File: src/rtl/piso_frame_tx.sv
// Parallel-in, serial-out framed transmitter: start bit (0), DATA_W data
// bits LSB first, stop bit (1), each bit held CLKS_PER_BIT clocks.
module piso_frame_tx #(
  parameter int DATA_W       = 8,
  parameter int CLKS_PER_BIT = 4
) (
  input  logic              clk,
  input  logic              reset,
  input  logic [DATA_W-1:0] tx_data,
  input  logic              tx_valid,
  output logic              tx_ready,
  output logic              tx_out,
  output logic              busy,
  output logic              done
);

  localparam int BAUD_W = (CLKS_PER_BIT > 1) ? $clog2(CLKS_PER_BIT) : 1;
  localparam int BIT_W  = (DATA_W > 1) ? $clog2(DATA_W) : 1;
  localparam logic [BAUD_W-1:0] BAUD_LAST = BAUD_W'(CLKS_PER_BIT - 1);
  localparam logic [BIT_W-1:0]  BIT_LAST  = BIT_W'(DATA_W - 1);

  typedef enum logic [1:0] {IDLE, START, DATA, STOP} state_t;

  state_t              state_q, state_n;
  logic [BAUD_W-1:0]   baud_q, baud_n;
  logic [BIT_W-1:0]    bit_q, bit_n;
  logic [DATA_W-1:0]   shift_q, shift_n;
  logic                tx_out_n, busy_n, done_n, ready_n;
  logic                bit_end;

  assign bit_end = (baud_q == BAUD_LAST);

  // Next-state and next-output logic; outputs are computed one cycle ahead
  // so that every port is driven straight from a flop.
  always_comb begin
    state_n  = state_q;
    baud_n   = baud_q;
    bit_n    = bit_q;
    shift_n  = shift_q;
    tx_out_n = 1'b1;
    busy_n   = 1'b1;
    done_n   = 1'b0;
    ready_n  = 1'b0;
    case (state_q)
      IDLE: begin
        busy_n  = 1'b0;
        ready_n = 1'b1;
        baud_n  = '0;
        bit_n   = '0;
        if (tx_valid && tx_ready) begin
          shift_n  = tx_data;
          state_n  = START;
          tx_out_n = 1'b0;
          busy_n   = 1'b1;
          ready_n  = 1'b0;
        end
      end
      START: begin
        tx_out_n = 1'b0;
        if (bit_end) begin
          baud_n   = '0;
          state_n  = DATA;
          tx_out_n = shift_q[0];
        end else begin
          baud_n = baud_q + 1'b1;
        end
      end
      DATA: begin
        tx_out_n = shift_q[0];
        if (bit_end) begin
          baud_n = '0;
          if (bit_q == BIT_LAST) begin
            state_n  = STOP;
            tx_out_n = 1'b1;
          end else begin
            // Line bit for the next cycle comes from the post-shift LSB.
            shift_n  = shift_q >> 1;
            bit_n    = bit_q + 1'b1;
            tx_out_n = shift_n[0];
          end
        end else begin
          baud_n = baud_q + 1'b1;
        end
      end
      STOP: begin
        tx_out_n = 1'b1;
        if (bit_end) begin
          baud_n  = '0;
          state_n = IDLE;
          busy_n  = 1'b0;
          ready_n = 1'b1;
          done_n  = 1'b1;
        end else begin
          baud_n = baud_q + 1'b1;
        end
      end
      default: begin
        state_n = IDLE;
        busy_n  = 1'b0;
      end
    endcase
  end

  // State and output registers with synchronous active-low reset.
  always_ff @(posedge clk) begin
    if (!reset) begin
      state_q  <= IDLE;
      baud_q   <= '0;
      bit_q    <= '0;
      shift_q  <= '0;
      tx_out   <= 1'b1;
      busy     <= 1'b0;
      done     <= 1'b0;
      tx_ready <= 1'b0;
    end else begin
      state_q  <= state_n;
      baud_q   <= baud_n;
      bit_q    <= bit_n;
      shift_q  <= shift_n;
      tx_out   <= tx_out_n;
      busy     <= busy_n;
      done     <= done_n;
      tx_ready <= ready_n;
    end
  end

endmodule

File: config.mk
export PLATFORM = sky130hd
export DESIGN_NAME = piso_frame_tx
export DESIGN_NICKNAME = d
export VERILOG_FILES = /design/src/rtl/piso_frame_tx.sv
export SDC_FILE = /design/constraint.sdc
export NUM_CORES = 1
export LEC_CHECK = 0
export ABC_AREA = 1
export BUFFER_PORTS_ARGS = -buffer_cell sky130_fd_sc_hd__buf_4
export CORE_MARGIN = 5
export CORE_UTILIZATION = 58
export CTS_CLUSTER_SIZE = 8
export DETAILED_ROUTE_END_ITERATION = 16
export GPL_TIMING_DRIVEN = 0
export HOLD_SLACK_MARGIN = 0.05
export PLACE_DENSITY = 0.93
export SLEW_MARGIN = 20
export SYNTH_ARGS = -nofsm -noshare
export SYNTH_HDL_FRONTEND = slang
export SYNTH_SLANG_ARGS = --single-unit
File: constraint.sdc
create_clock -name clk -period 2.95 [get_ports clk]
set_clock_uncertainty 0.2 [all_clocks]
set_input_delay 0 -clock clk [delete_from_list [all_inputs] [get_ports clk]]
set_output_delay 0 -clock clk [all_outputs]
set_load 0.1 [all_outputs]
# After elaboration in Yosys (flattened, before gate mapping)
# Cells that the tools add are included.
# Widths: inputs -> output; s select.
totals:
  word_cells: 54
  regBits: 19
  out_inout_bits: 4
  inputBits: 11
op_classes:
  n_mux: 25
  reduce_logical: 8
  addsub: 2
  eq_ne: 11
ops:
  columns: ["op", "n"]
  rows:
  - ["$mux 8", 3]
  - ["$pmux 8 s2", 1]
  - ["$mux 2", 6]
  - ["$ne 2x2->1 const B", 6]
  - ["$pmux 2 s4", 1]
  - ["$mux 1", 7]
  - ["$eq 2x2->1 const B", 3]
  - ["$mux 3", 2]
  - ["$pmux 3 s2", 1]
  - ["$reduce_and 5->1", 1]
  - ["$pmux 1 s2", 2]
  - ["$pmux 1 s4", 1]
  - ["$pmux 2 s2", 1]
  - ["$reduce_and 4->1", 1]
  - ["$add 3x1->3 const B", 1]
  - ["$eq 3x3->1 const B", 1]
  - ["$reduce_and 3->1", 1]
  - ["$reduce_or 3->1", 1]
  - ["$add 2x1->2 const B", 1]
  - ["$eq 2x1->1 const B", 1]
  - ["$logic_not 2->1", 1]
  - ["$reduce_and 2->1", 1]
  - ["$reduce_bool 2->1", 1]
  - ["$logic_and 1x1->1", 1]

# Depth between registers and ports, before layout
logic_depth:
  ltp_word: 4
  depth_mapped: 9
  ltp_nobuf: 9

# Worst setup path after synthesis
# Ideal clock, no wire load.
synth_timing:
  path_type: "reg-to-reg"
  startpoint: "register tx_ready"
  endpoint: "register state_q[0]"
  n_path_buf: 1
  path_slack_ps: 1032
  synth_period_minus_slack_ps: 1918
  stages_incl_launch_ff: 7
  arrival_ps: 1605
  path_cell_list: "dfxtp_1 > nand2_1 > nand2_1 > buf_2 > nand4_1 > nand2_1 > nor2_1"
synth_via:
  elab_chain_cells: 3
synth_rtl:
  columns: ["item", "line", "source"]
  rows:
  - ["start, declared", "11", "output logic tx_ready,"]
  - ["start signal, assigned", "123", "tx_ready <= ready_n;"]
  - ["$logic_and 1x1->1", "50", "if (tx_valid && tx_ready) begin"]
  - ["$ne 2x2->1 (no line)", null, null]
  - ["$reduce_and 5->1 (no line)", null, null]
  - ["end signal, assigned", "116", "state_q <= state_n;"]
  - ["end, declared", "24", "state_t state_q, state_n;"]
# No other way between the ends.
# A chain may end at the register's enable or synchronous reset.

# Worst setup path after layout
layout_timing:
  startpoint: "register bit_q[0]"
  endpoint: "register shift_q[7]"
layout_via:
  elab_chain_cells: 3
layout_rtl:
  columns: ["item", "line", "source"]
  rows:
  - ["start, declared", "26", "logic [BIT_W-1:0] bit_q, bit_n;"]
  - ["start signal, assigned", "118", "bit_q <= bit_n;"]
  - ["$eq 3x3->1", "72", "if (bit_q == BIT_LAST) begin"]
  - ["$ne 2x2->1 (no line)", null, null]
  - ["$reduce_and 4->1 (no line)", null, null]
  - ["end signal, assigned", "119", "shift_q <= shift_n;"]
  - ["end, declared", "27", "logic [DATA_W-1:0] shift_q, shift_n;"]
# No other way between the ends.

==> metrics.yaml <==
outcome: "finished clean"
power.leakage_nw: 0.597
yosys_warnings: 0
worst_pin_slew_ns: 0.442
period_needed_ns: 2.37
grt_pass1_vias: 937
crit_start: "bit_q[0]$_SDFFE_PN0P_"
rsz0062_at_grt: "no"
multiInputGateArea_um2: 522
regArea_um2: 380
vdd.ir_drop.worst_uv: 530
ys_types: 17
grt_pass1_wl_um: 4090
vias: 997
grt_max_degree: 12
critPathCapture: "shift_q[7]$_SDFFE_PN0P_"
syn_inst: 137
syn-cell-area_um2: 970
final-setup-viol-count: 0
cts_num_sinks: 19
pin_count: 15
die_x_um: 50.9
cap_violations: 0
fmax_mhz: 423
numCtsBuffers: 3
gr-total-overflow: 0
slew_headroom: 0.705
drcViolationCount: 0
antenna_found_initial: 0
cp_data_required_time_ns: 2.97
fin_util: 0.800
async_flop_share: 0
drive_above_1_share: 0.157
initial_utilization: 0.629
path_class: "reg -> reg"
grt_usage: 0.204
cts_resized: 0
die_y_um: 50.9
clock_path_buffers: 2
core_mm2: 0.00154
h-tree-depth: 1
globalplace.congestion: 0.847
critPathMaxFanout: 9
finalHoldViolations: 0
powerDensity_mw_per_mm2: 867
via_per_inst: 5.48
post_drt_wl_per_cell_um: 13.8
timing.final.max_slew_violations: 0
drt-initial-drc-count: 62
critPathArrivalTime_ns: 2.38
synth.net_count: 156
critPathCaptureType: "flip-flop"
clk_pin_slew_worst_paths_ns: 0.12
area_growth_pct: 27.1
synth_ff_type: "dfxtp_1"
period_share: 0.802
min_path_type: "reg -> reg"
dp_hpwl_um: 1620
finalSetupTns_ns: 0
postRouteAntennaNets: 0
port_buffers: 14
start_kind: "flip-flop"
dr.pass1.iters: 4
nFillCells: 100
cts_tree: "done"
synth-seq-cells: 19
antenna_cells: 0
ys_seq_area_frac: 0.392
cts_root_buffer: "clkbuf_4"
r2r-end: "shift_q[7]$_SDFFE_PN0P_"
place_ws_ns: 1.22
hold_buffers: 11
r2r_slack_ns: 0.58
placed_cell_area_mm2: 0.00109
reg2regPathDepth: 9
die_area_mm2: 0.00259
cts_setup_buffers: 0
clk_latency_ns: 0.32
nNetsFinal: 186
finalWirelength_um: 2510
r2r-start: "bit_q[0]$_SDFFE_PN0P_"
synth_edf_count: 0
design_area_mm2: 0.00123
layout_setup_ws_ns: 0.584
rows: 14
postSynthAreaPerCell_um2: 7.08
[layout make-up]
| cell class | instances | area share |
|---|---|---|
| tap | 16 | 0.0162 |
| buffer | 4 | 0.0152 |
| clock inverter | 1 | 0.00406 |
| sequential | 19 | 0.309 |
| inverter | 13 | 0.0396 |
| clock buffer | 3 | 0.0183 |
| timing repair buffer | 25 | 0.175 |
| multi-input combinational | 101 | 0.423 |
[critical path: stages (launching register included)]
cell and delay [ns]:
dfxtp_1 0.35, ha_1 0.21, ha_1 0.20, inv_1 0.11, nand3_2 0.13, nand2_4 0.16
nand2_4 0.11, a21oi_1 0.18, nor2_1 0.07, dlygate4sd3_1 0.56
[power by group]
group	internal, mW	switching (mW)
Clock	0.0508	0.0881
Combinational	0.169	0.394
Sequential	0.326	0.0412
[worst min-delay path by stage]
| stage | slack, ns | cells after the start | endpoint | from |
|---|---|---|---|---|
| 3_3_place_gp | 0.04 | 3 | shift_q[7]$_SDFFE_PN0P_ | tx_data[7] |
| 4_1_cts | 0.27 | 1 | baud_q[0]$_SDFF_PP0_ | baud_q[0]$_SDFF_PP0_ |
| 5_1_grt | 0.29 | 1 | baud_q[0]$_SDFF_PP0_ | baud_q[0]$_SDFF_PP0_ |
| 2_1_floorplan | -0.12 | 1 | tx_out$_SDFF_PN1_ | reset |
| 6_report | 0.26 | 1 | baud_q[0]$_SDFF_PP0_ | baud_q[0]$_SDFF_PP0_ |
| 3_5_place_dp | 0.05 | 2 | tx_out$_SDFF_PN1_ | reset |
[per-stage QoR]
stage | hold WS [ns] | cells | power, mW
finish | 0.264 | 182 | 1.07
global route | 0.288 | 182 | 1.13
CTS | 0.266 | 182 | 1.05
detailed placement | 0.0526 | 167 | 0.895
global placement | 0.0424 | 167 | 0.878
floorplan | -0.116 | 137 | 0.782
[kinds of logic after synthesis]
family	synth area share
flip-flops	0.392
AO/OA/AOI/OAI	0.0955
adder cells (fa/ha/maj)	0.103
AND/OR/NAND/NOR	0.339
buffers and inverters	0.0697
[routing by layer]
metal	routed length, um	GRT usage	share of wire
met1	1030	0.238	0.41
met2	1290	0.372	0.51
met3	157	0.0436	0.063
met4	29	0.0511	0.012
met5	0	0	0
[placed cells by master (no fill, tap or decap), drive strengths merged, types with 2 or more instances in the layout]
cell type,n
nor2,14
dlygate4sd3,11
o21ai,4
nand2,47
a21oi,11
clkbuf,4
buf,17
dfxtp,19
inv,13
nand4,2
nand3,13
ha,8
[cells in the mapped netlist, types with 2 or more instances]
master,number,area share
a21oi_1,11,0.057
buf_2,3,0.015
dfxtp_1,19,0.39
ha_1,8,0.10
inv_1,13,0.050
nand2_1,44,0.17
nand2_4,2,0.023
nand3_1,12,0.062
nand4_1,2,0.013
nor2_1,14,0.054
o21ai_0,3,0.015
[sequential cells by signal, indices dropped and copies added (netlist names)]
| name | cells |
|---|---|
| shift_q | 8 |
| bit_q | 3 |
| tx_out | 1 |
| busy | 1 |
| state_q | 2 |
| tx_ready | 1 |
| done | 1 |
| baud_q | 2 |
No activity file was read; power rests on OpenSTA's default activity.
